--- config.mk ---
export PLATFORM = sky130hd
export DESIGN_NAME = fp_sqrt_arb
export DESIGN_NICKNAME = d
export VERILOG_FILES = /design/src/rtl/fp_sqrt_arb.sv
export SDC_FILE = /design/constraint.sdc
export NUM_CORES = 1
export LEC_CHECK = 0
export ABC_AREA = 0
export CAP_MARGIN = 20
export CORE_ASPECT_RATIO = 0.5
export CORE_MARGIN = 3
export CORE_UTILIZATION = 32
export DETAILED_ROUTE_END_ITERATION = 8
export PLACE_DENSITY = 0.93
export SLEW_MARGIN = 5
export SYNTH_ARGS = -nofsm -noshare
export SYNTH_HDL_FRONTEND = slang
export SYNTH_SLANG_ARGS = --single-unit
--- constraint.sdc ---
create_clock -name clk -period 2.5 [get_ports clk]
set_input_delay 0.5 -clock clk [delete_from_list [all_inputs] [get_ports clk]]
set_output_delay 0.5 -clock clk [all_outputs]
set_load 0.01 [all_outputs]
--- src/rtl/fp_sqrt_arb.sv ---
// fp_sqrt_arb: round-robin sharing of one fp_sqrt pipeline
// among NREQ requesters, with a tag shadow matching pipe depth.
module fp_sqrt_arb #(
  parameter int NREQ    = 4,
  parameter int TAGW    = 2,
  parameter int LATENCY = 8
) (
  input  logic              clk,
  input  logic              rst_n,
  input  logic [NREQ-1:0]   req_vld,
  input  logic [32*NREQ-1:0] req_data,
  output logic [NREQ-1:0]   req_rdy,
  output logic              rsp_vld,
  input  logic              rsp_rdy,
  output logic [TAGW-1:0]   rsp_tag,
  output logic [31:0]       rsp_data,
  output logic [31:0]       sq_src0,
  output logic              sq_vldin,
  output logic              sq_en,
  input  logic [31:0]       sq_out,
  input  logic              sq_vldout,
  output logic [3:0]        inflight,
  output logic              tag_err
);

  typedef struct packed {
    logic            v;
    logic [TAGW-1:0] tag;
  } ent_t;

  ent_t            sh [LATENCY];
  logic [TAGW-1:0] rr_ptr;
  logic [TAGW-1:0] winner;
  logic            found;
  logic            grant;
  logic            deliver;

  // freeze the whole pipe while a finished result waits
  assign sq_en = !(sq_vldout && !rsp_rdy);

  // first valid requester after the last winner
  always_comb begin
    int idx;
    winner = '0;
    found  = 1'b0;
    idx    = 0;
    for (int k = 1; k <= NREQ; k++) begin
      idx = int'(rr_ptr) + k;
      if (idx >= NREQ) idx = idx - NREQ;
      if (!found && req_vld[idx]) begin
        found  = 1'b1;
        winner = TAGW'(idx);
      end
    end
  end

  // reset masks the grant so nothing is accepted while held
  assign grant = found && sq_en && rst_n;

  // one-hot accept toward the winner
  always_comb begin
    req_rdy = '0;
    if (grant) req_rdy[winner] = 1'b1;
  end

  assign sq_vldin = |(req_vld & req_rdy);

  // operand mux, zero when idle
  always_comb begin
    sq_src0 = '0;
    if (grant) sq_src0 = req_data[32*int'(winner) +: 32];
  end

  // pointer moves only when something was granted
  always_ff @(posedge clk or negedge rst_n) begin
    if (!rst_n) begin
      rr_ptr <= TAGW'(NREQ - 1);
    end else if (sq_vldin) begin
      rr_ptr <= winner;
    end
  end

  // tag shadow shifts in lockstep with the pipeline enable
  always_ff @(posedge clk or negedge rst_n) begin
    if (!rst_n) begin
      for (int i = 0; i < LATENCY; i++) sh[i] <= '0;
    end else if (sq_en) begin
      sh[0] <= '{v: sq_vldin, tag: winner};
      for (int i = 1; i < LATENCY; i++) sh[i] <= sh[i-1];
    end
  end

  assign rsp_vld  = sq_vldout;
  assign rsp_data = sq_out;
  assign rsp_tag  = sh[LATENCY-1].tag;
  assign deliver  = sq_vldout && rsp_rdy;

  // accepted-but-undelivered count
  always_ff @(posedge clk or negedge rst_n) begin
    if (!rst_n) begin
      inflight <= '0;
    end else begin
      unique case ({sq_vldin, deliver})
        2'b10:   inflight <= inflight + 4'd1;
        2'b01:   inflight <= inflight - 4'd1;
        default: inflight <= inflight;
      endcase
    end
  end

  // sticky flag when shadow and pipe disagree on validity
  always_ff @(posedge clk or negedge rst_n) begin
    if (!rst_n) begin
      tag_err <= 1'b0;
    end else if (sh[LATENCY-1].v != sq_vldout) begin
      tag_err <= 1'b1;
    end
  end

endmodule
==> flow_summary.toml <==
[setup_path]
crit_top_cell = "buf_6"
critPathSlowestCell = "dfstp_2"
critical-path-top-delay-family = "buffers and inverters"
crit_start = "rr_ptr[0]$_DFFE_PN1P_"
rr_endpoint = "sh[21]$_DFFE_PN0N_"
crit_end = "sq_src0[25]"
end_kind = "output pin"
reg2reg_from = "rr_ptr[0]$_DFFE_PN1P_"
cp.arrival_ns = 2.16
path_max_fanout = 6
ff2ff_setup_slack_ns = 0.71
worstPathRequired_ns = 2.00
crit_chain = "nor2b_4 > buf_6 > a21o_1 > a211oi_4 > buf_6 > buf_12 > o221ai_2 > buf_2"
criticalPathCategory = "register to output pin"
ff2ff_path_depth = 7
critPathBufInv = 4
path_depth = 8
startpoint_type = "register"
slowest_delay_ns = 0.59

[sta]
rsz0062_at_grt = "yes"
finalHoldViolCount = 0
setup_violations = 32
skew_ns = 0.00978
relSlewSlack_pct = 75.1
worst_pin_slew_ns = 0.374
fin_setup_tns_ns = -3.68
slew_viol_final = 0
setup_ws_ns = -0.158
min_period_ns = 2.66
timing.hold.ws_ns = 0.462
fmax_ghz = 0.376
period_share_pct = 106

[pwr]
peakVddDrop_v = 0.000328
p_per_area_nw_per_um2 = 609
p_leak_nw = 2.23

[global_routing]
grt_pass1_wl_mm = 20.3
grt_remaining_overflow = 0
antenna_found_initial = 0
grt_pass1_vias = 3600
grt_max_degree = 30
gr-usage-all-layers_pct = 26.9

[routing]
dr.pass1.iters = 6
wl_per_cell_um = 22.7
ant_nets = 0
via_per_inst = 5.85
drt_iter0_drc = 412
drc = 0
dr_total_vias = 3776
wl_mm = 14.7

[final_layout]
n_antenna_cell = 0
area_delta_synth_final_pct = 94.7
final_cell_area_um2 = 5340
utilization_pct = 65.4
drive_gt1_share_pct = 32.1
fillers = 581
final_cells = 645
nets = 704

[placed_design]
dpl_cell_area_um2 = 4580
routabilityCongestion = 0.872
dpl.hpwl_mm = 8.37
placed_cells = 614
port-buffer-count = 181

[synth]
synth_largest_area_cell = "dfrtp_1"
synth_cell_types = 35
ys_warn_count = 0
synth_top_area_share_pct = 26.4
synth_area_per_cell_um2 = 7.84
synth-seq-area-share_pct = 28.4
synth.net_count = 522
syn_area_um2 = 2740
synth-seq-cells = 31
synthTopCellsByArea = "dfrtp_1, nand2_1, buf_4"
syn-instance-count = 350

[floorplan]
ioPinCount = 246
start_util_pct = 33.6
core_area_um2 = 8170
num_rows = 23
die-width_um = 137
die_h_um = 71.5
die_area_um2 = 9790

[cts]
clockBufferDepth = 2
cts_root_buf = "clkbuf_16"
clock_latency_ns = 0.29
h-tree-depth = 2
cts_buffers = 5
cts.sinks = 31
path_clk_slew_ns = 0.06
cts_tree = "yes"

[flow_run]
cap_violations = 0

[worst_hold_path]
hold_class = "register to register"

[outcome]
violations = "negative setup slack"
outcome = "finished, violations left"
==> flip-flops by register name, indices dropped and copies added, names as in the netlist <==
register  flops
rsp_tag       2
sh           22
tag_err       1
rr_ptr        2
inflight      4
==> final cells by class <==
cell class                 count  area, um2  area share, %
sequential                    31        778           14.6
tap                          112        140           2.62
clock buffer                   7        153           2.86
inverter                       7       26.3          0.492
clock inverter                 1       7.51          0.141
multi-input combinational    248       1840           34.5
timing repair buffer         239       2390           44.8
==> synthesized netlist by cell type <==
| cell | count |
|---|---|
| o21ai_0 | 6 |
| nand2_1 | 104 |
| buf_4 | 40 |
| dfstp_2 | 2 |
| ha_1 | 3 |
| a21boi_0 | 1 |
| nor3_1 | 2 |
| nand3_1 | 33 |
| o221ai_1 | 29 |
| a22oi_1 | 32 |
| buf_2 | 10 |
| and3_1 | 1 |
| nor2_1 | 6 |
| mux2i_1 | 1 |
| or2_2 | 1 |
| inv_1 | 4 |
| dfrtp_1 | 29 |
| a221oi_1 | 1 |
| nor2b_4 | 1 |
| buf_1 | 3 |
| o311ai_4 | 1 |
| fa_1 | 1 |
| and2_1 | 3 |
| inv_2 | 3 |
| o21bai_2 | 1 |
| xnor2_1 | 3 |
| nor2b_1 | 1 |
| nand2b_1 | 4 |
| a21o_1 | 2 |
| a211oi_4 | 1 |
| clkbuf_1 | 2 |
| o221ai_2 | 4 |
| buf_6 | 9 |
| a21oi_1 | 4 |
| xor2_1 | 2 |
==> layer usage <==
metal  global-route usage, %  routed length [um]  up-vias
met3                    8.49                1600       87
met5                       0                   0        -
met1                    34.8                5460     1787
met4                    7.85                 752        0
li1                        -                   -     1582
met2                    43.6                6860      320
==> layout by cell type (no fill, tap or decap), drive strengths merged, types with 7 or more instances in the layout <==
cell type,synthesis,routed
clkdlybuf4s50,0,137
nand2,104,104
buf,62,87
nand3,33,33
o221ai,33,33
a22oi,32,32
dfrtp,29,29
clkbuf,2,16
inv,7,7
==> cells by family after synthesis <==
kind of cell	share of synthesized area, %
buffers and inverters	18.1
xor gates and xnor gates	1.60
muxes	0.365
AOI/OAI and AO/OA	25.3
DFF	28.4
and+or+nand+nor	24.2
adders and majority gates	2.10
==> worst min path at each step <==
stage                           start  cells after the start                      end
2_1_floorplan                   rst_n                      0  inflight[0]$_DFFE_PN0P_
3_3_place_gp       sh[17]$_DFFE_PN0N_                      2       sh[17]$_DFFE_PN0N_
3_5_place_dp       sh[12]$_DFFE_PN0N_                      2       sh[12]$_DFFE_PN0N_
4_1_cts             sh[9]$_DFFE_PN0N_                      2        sh[9]$_DFFE_PN0N_
5_1_grt             sh[8]$_DFFE_PN0N_                      2        sh[8]$_DFFE_PN0N_
6_report       rsp_tag[1]$_DFFE_PN0N_                      2   rsp_tag[1]$_DFFE_PN0N_
==> worst reg2reg max path, cell delays in order (launching register included) <==
cell	delay (ns)
dfstp_2	0.59
nor2b_4	0.07
buf_6	0.11
a21o_1	0.21
a211oi_4	0.27
buf_6	0.22
buf_4	0.13
a21oi_1	0.05
==> through the flow <==
step	power (mW)	setup slack (ns)
2_1_floorplan	1.43	0.0321
3_3_place_gp	2.04	-0.681
3_5_place_dp	2.10	-0.750
4_1_cts	2.95	-0.141
5_1_grt	3.37	-0.226
6_report	3.25	-0.158
==> power breakdown <==
group	total (mW)	internal [mW]	switching, mW
combinational	1.86	0.963	0.895
sequential	0.737	0.629	0.108
clock	0.657	0.423	0.234
==> what timing repair did <==
item	CTS	global route
resized for setup	186	62
endpoints found under the hold margin	0	0
pin swaps	15	35
gates cloned	5	4
hold buffers	0	0
setup endpoints to repair	41	38
setup buffers	10	7
(Power assumes the default switching activity.)
